### src/rtl/gray_pkg.sv
// Shared Gray-code definitions: default bus width and a reusable binary-to-Gray helper.
package gray_pkg;

   localparam int unsigned GRAY_WIDTH_DEFAULT = 8;
   localparam int unsigned GRAY_MAX_WIDTH     = 64;

   // Reflected-binary encode; narrower buses zero-extend in and truncate out.
   function automatic logic [GRAY_MAX_WIDTH-1:0] to_gray(input logic [GRAY_MAX_WIDTH-1:0] bin);
      return bin ^ (bin >> 1);
   endfunction

endpackage

### src/rtl/bin2gray_strobed_if.sv
// Strobed binary-in / Gray-out bus between a producer (master) and the encoder (slave).
interface bin2gray_strobed_if
   import gray_pkg::*;
#(
   parameter int unsigned WIDTH = GRAY_WIDTH_DEFAULT
) ();

   logic [WIDTH-1:0] a;
   logic             strobe;
   logic [WIDTH-1:0] b;
   logic             b_valid;

   modport master (output a, output strobe, input b, input b_valid);
   modport slave  (input a, input strobe, output b, output b_valid);

endinterface

### src/rtl/gray_encode_comb.sv
// Purely combinational WIDTH-bit binary-to-Gray encoder.
module gray_encode_comb #(
   parameter int unsigned WIDTH = 8
) (
   input  logic [WIDTH-1:0] bin,
   output logic [WIDTH-1:0] gray_c
);

   assign gray_c[WIDTH-1] = bin[WIDTH-1];

   // Each lower Gray bit flags a change between adjacent binary bits.
   for (genvar i = 0; i < int'(WIDTH) - 1; i++) begin : g_bit
      assign gray_c[i] = bin[i+1] ^ bin[i];
   end

endmodule

### src/rtl/bin2gray_strobed.sv
// Strobe-qualified binary-to-Gray encoder; b captures g(a) on strobe, b_valid pulses the update.
module bin2gray_strobed
   import gray_pkg::*;
#(
   parameter int unsigned WIDTH = GRAY_WIDTH_DEFAULT
) (
   input  logic              clk,
   input  logic              rst_n,
   bin2gray_strobed_if.slave bus
);

   logic [WIDTH-1:0] gray_c;
   logic [WIDTH-1:0] b_q;
   logic             b_valid_q;

   gray_encode_comb #(
      .WIDTH (WIDTH)
   ) u_encode (
      .bin    (bus.a),
      .gray_c (gray_c)
   );

   // Capture register; b holds between strobes, b_valid marks the update cycle.
   always_ff @(posedge clk or negedge rst_n) begin
      if (!rst_n) begin
         b_q       <= '0;
         b_valid_q <= 1'b0;
      end else begin
         b_valid_q <= bus.strobe;
         if (bus.strobe) begin
            b_q <= gray_c;
         end
      end
   end

   assign bus.b       = b_q;
   assign bus.b_valid = b_valid_q;

endmodule

### src/flat_wrapper.sv
// flat-port wrapper written by rule: the top's interface ports become plain ports
module bin2gray_strobed_flat import gray_pkg::*;
#(
   parameter int unsigned WIDTH = GRAY_WIDTH_DEFAULT
)
  (clk, rst_n, bus_a, bus_strobe, bus_b, bus_b_valid);
  bin2gray_strobed_if #(.WIDTH(WIDTH)) bus_i ();
  input  logic clk;
  input  logic rst_n;
  input wire logic [$bits(bus_i.a)-1:0] bus_a;
  input wire logic [$bits(bus_i.strobe)-1:0] bus_strobe;
  output wire logic [$bits(bus_i.b)-1:0] bus_b;
  output wire logic [$bits(bus_i.b_valid)-1:0] bus_b_valid;
  assign bus_i.a = bus_a;
  assign bus_i.strobe = bus_strobe;
  assign bus_b = bus_i.b;
  assign bus_b_valid = bus_i.b_valid;
  bin2gray_strobed #(.WIDTH(WIDTH)) u_core (.clk(clk), .rst_n(rst_n), .bus(bus_i));
endmodule
### config.mk
export PLATFORM = sky130hd
export DESIGN_NAME = bin2gray_strobed_flat
export DESIGN_NICKNAME = d
export VERILOG_FILES = /design/src/rtl/gray_pkg.sv /design/src/rtl/bin2gray_strobed_if.sv /design/src/rtl/gray_encode_comb.sv /design/src/rtl/bin2gray_strobed.sv /design/src/flat_wrapper.sv
export SDC_FILE = /design/constraint.sdc
export NUM_CORES = 1
export LEC_CHECK = 0
export CORE_AREA = 3 3 40 42
export DETAILED_ROUTE_END_ITERATION = 8
export DIE_AREA = 0 0 43 45
export PLACE_DENSITY = 0.68
export SETUP_SLACK_MARGIN = 0.15
export SYNTH_ARGS = -nofsm -noshare
export SYNTH_HDL_FRONTEND = slang
export SYNTH_SLANG_ARGS = --single-unit
### constraint.sdc
create_clock -name clk -period 0.8 [get_ports clk]
set_input_delay 0.16 -clock clk [delete_from_list [all_inputs] [get_ports clk]]
set_output_delay 0.16 -clock clk [all_outputs]
set_load 0.05 [all_outputs]
After elaboration in Yosys (flattened, before gate mapping)
Index checks and enable logic that the tools add are counted.
{"block": "word_totals", "reg_bits": 9, "inputBits": 11}
{"block": "op_classes", "bitwise": 7}
{"cell": "bitwise XOR 1 bit", "n": 7}

Depth between registers and ports, before layout
Gate-level depths: netlist of run 1.
{"block": "logic_depth", "ltp_word": 1, "mapped_depth": 3, "ltp_nobuf": 2}

By module
A second synthesis of run 1 with hierarchy kept.
{"block": "unflattened", "hier_cells": 26, "hier_area_um2": 425.4}
{"mod": "bin2gray_strobed", "instances": 1, "cells_per_inst": 18, "area_each_um2": 356.6}
{"mod": "gray_encode_comb", "instances": 1, "cells_per_inst": 8, "area_each_um2": 68.8}

Worst setup path before layout of run 1
OpenSTA, ideal clock, no wires.
{"block": "synth_timing", "kind": "register to register", "from": "register, netlist name u_core.bus.b[7]", "to": "register u_core.b_q[7] (netlist: u_core.bus.b[7])", "setup_ns": 0.125, "arrival_time_ns": 0.863, "required_ns": 0.675, "setup_slack_ns": -0.188, "stages_incl_launch_ff": 2, "n_path_buf": 0, "period_less_slack_ns": 0.988, "path_cell_list": "dfrtp_1 mux2_2"}
{"element": "to (signal assigned)", "line": "bin2gray_strobed.sv:31", "source": "b_q <= gray_c;"}
{"element": "to (decl)", "line": "bin2gray_strobed.sv:13", "source": "logic [WIDTH-1:0] b_q;"}

Final worst setup path of run 1
{"block": "layout_timing", "from": "register u_core.b_q[7] (netlist: u_core.bus.b[7])", "to": "output port bus_b[7]"}
{"element": "to (decl)", "line": "flat_wrapper.sv:12", "source": "output wire logic [$bits(bus_i.b)-1:0] bus_b;"}
No word-level cell between the ends.

==> results.sh, run 1 <==
export IMPL_max_stage_delay_ns=0.43
export IMPL_synthTopCellsByArea="dfrtp_1 61%, xnor2_1 17%, a21oi_1 9.5%"
export IMPL_wl_per_cell_um=12.7
export IMPL_drv_slew=0
export IMPL_synth_top_area_frac=0.608
export IMPL_gp_congestion=0.621
export IMPL_muxShareOfSynthArea=0.0304
export IMPL_synth_top_family_by_area="XOR/XNOR gates"
export IMPL_grt_max_degree=10
export IMPL_cp_start_kind="register"
export IMPL_p_switching_uw=501
export IMPL_synth_simple_area_share=0.0709
export IMPL_placed_cell_area_um2=697
export IMPL_endpoint_kind="output port"
export IMPL_start_util=0.288
export IMPL_slew_headroom=0.891
export IMPL_pwr_share_comb=0.375
export IMPL_grt_pass1_wl_mm=1.41
export IMPL_cp_max_fo=2
export IMPL_holdWs_ns=0.207
export IMPL_setup_violations=10
export IMPL_drt_antenna_violating_nets=0
export IMPL_antenna_cells=0
export IMPL_track_usage=0.108
export IMPL_violations="negative setup slack"
export IMPL_synth_compound_area_share=0.0946
export IMPL_netlist_top_cells_count="9 x dfrtp_1, 7 x a21oi_1, 7 x nor2_1, 7 x xnor2_1"
export IMPL_drive_gt1_frac=0.474
export IMPL_antenna_found_initial=0
export IMPL_cap_violations=0
export IMPL_rows=13
export IMPL_synthesis_area_um2=370
export IMPL_path_clk_slew_ns=0.06
export IMPL_crit_family="flip-flops"
export IMPL_synth_area_per_cell_um2=11.6
export IMPL_grt_ovfl_total=0
export IMPL_hold_viol=0
export IMPL_power_density_mw_per_mm2=2050
export IMPL_worst_slew_pin_transition_ns=0.164
export IMPL_clk_latency_ns=0.26
export IMPL_drt_total_wl_um=916
export IMPL_clockPowerShare=0.242
export IMPL_p_int_uw=995
export IMPL_vias=325
export IMPL_grt_pass1_vias=313
export IMPL_synth_ff_latch_count=9
export IMPL_dieArea_mm2=0.00194
export IMPL_numCtsBuffers=3
export IMPL_multi_input_area_um2=143
export IMPL_drt_vias_per_instance=4.51
export IMPL_design_core_area_mm2=0.00128
export IMPL_h_tree_depth=1
export IMPL_seqCellArea_um2=236
export IMPL_finalCritPeriodShare=1.26
export IMPL_ys_types=6
export IMPL_cts_max_path_buffers=2
export IMPL_synthArstFlopShare=1.00
export IMPL_totalPowerFinal_uw=1500
export IMPL_reg2reg_slack_ns=-0.01
export IMPL_path_buf_inv=1
export IMPL_criticalPathCategory="register to output port"
export IMPL_num_nets_final=69
export IMPL_leakagePower_uw=0.000310
export IMPL_hold_class="input port to async pin"
export IMPL_clock_sinks=9
export IMPL_post_cts_setup_buffer_count=0
export IMPL_synth_edf_count=0
export IMPL_fp_dieW_um=43
export IMPL_yosysMostFrequentCell="dfrtp_1"
export IMPL_synth_main_ff_cell="dfrtp_1"
export IMPL_post_route_util=0.569
export IMPL_io_pins=20
export IMPL_synthAdderAreaFrac=0
export IMPL_rsz0062_at_grt="true"
export IMPL_yosysWarnings=0
export IMPL_setup_slack_ns=-0.208
export IMPL_drtPass1Iterations=4
export IMPL_status="complete, but fails checks"
export IMPL_die_h_um=45
export IMPL_cp_data_required_time_ns=0.64
export IMPL_final_area_um2=731
export IMPL_finalCriticalPeriod_ns=1.01
export IMPL_worstPathCellList="buf_12"
export IMPL_dp_slack_ns=-0.330
export IMPL_postCtsHoldBufs=0
export IMPL_drt_iter0_markers=1
export IMPL_cp_slowest_cell="dfrtp_2"
export IMPL_synthCells=32
export IMPL_clock_root_buffer="clkbuf_4"
export IMPL_syn2layout_area_growth_pct=97.3
export IMPL_io_buffers=19
export IMPL_post_synth_xor_area_fraction=0.166
export IMPL_switching_share=0.335
export IMPL_hpwlAfterDp_um=682
export IMPL_cts_tree="built"
export IMPL_drc=0
export IMPL_synth_top_cell_by_area="dfrtp_1"
export IMPL_fillCellCount=108
export IMPL_power_share_sequential=0.383
export IMPL_ys_seq_area_frac=0.608
export IMPL_worst_clock_skew_ns=0
export IMPL_syn_num_nets=43
export IMPL_peakVddDrop_uv=764
export IMPL_fmax_mhz=992
export IMPL_arrival_ns=0.85
[stage by stage]
step / cells / TNS (ns)
3_5_place_dp: 67 / -2.68
3_3_place_gp: 67 / -2.38
4_1_cts: 72 / -1.92
6_report: 72 / -1.81
5_1_grt: 72 / -2.05
2_1_floorplan: 32 / -0.102
[power groups by stage]
stage	Sequential [µW]	Clock [µW]	Combinational, µW
3_5_place_dp	581	0	570
4_1_cts	573	383	563
2_1_floorplan	732	0	76.6
6_report	574	361	562
5_1_grt	581	399	583
3_3_place_gp	578	0	563
[area by class of cell]
class,instances,share of cell area
repair buffers,22,0.420
multi-input cells,22,0.195
clock buffers,4,0.0360
flip-flops and latches,9,0.324
well taps,15,0.0257
[routing by layer]
layer,global-route usage,vias to the layer above,part of all wire
li1,-,154,-
met1,0.122,155,0.37
met2,0.153,14,0.55
met3,0.0159,2,0.063
met4,0.145,0,0.015
met5,0,-,0
[flip-flops by register name, indices dropped and copies added (netlist names)]
| signal | count |
|---|---|
| u_core.bus.b | 8 |
| u_core.bus.b_valid | 1 |
[final timing paths]
| check | startpoint | to | depth (start not counted) |
|---|---|---|---|
| min in group clk | bus_a[7] | u_core.bus.b[7] | 2 |
| max | u_core.bus.b[7] | bus_b[7] | 1 |
| max reg2reg | u_core.bus.b[7] | u_core.bus.b[7] | 1 |
| max in group asynchronous | rst_n | u_core.bus.b[4] | 2 |
| min | rst_n | u_core.bus.b[7] | 2 |
| min reg2reg | u_core.bus.b[7] | u_core.bus.b[7] | 1 |
[cell usage in the layout (no fill, tap or decap)]
cell,synthesis,routed
buf_6,1,1
nor2_1,7,5
a21oi_1,7,7
xnor2_1,7,7
clkdlybuf4s50_1,0,2
buf_2,0,1
clkbuf_4,0,3
nor2_2,0,2
buf_12,0,10
dlygate4sd2_1,0,8
clkbuf_1,0,1
dfrtp_2,0,9
mux2_4,0,1
[logic make-up after synthesis]
family	count (synthesis)
xor gates and xnor gates	7
and+or+nand+nor	7
muxes	1
buffers and inverters	1
DFF	9
AOI/OAI and AO/OA	7
[timing repair]
item / in CTS / in global routing
endpoints found under the setup margin: 18 / 17
pin swaps: 1 / 0
resized for setup: 9 / 3
gates cloned: 1 / 0
Power figures use the tool's default switching activity.
==> run 2, diff against run 1 <==
- ABC_AREA: not set -> 0
==> results of run 2 <==
The final DEF is identical to that of run 1; final timing and power are the same.
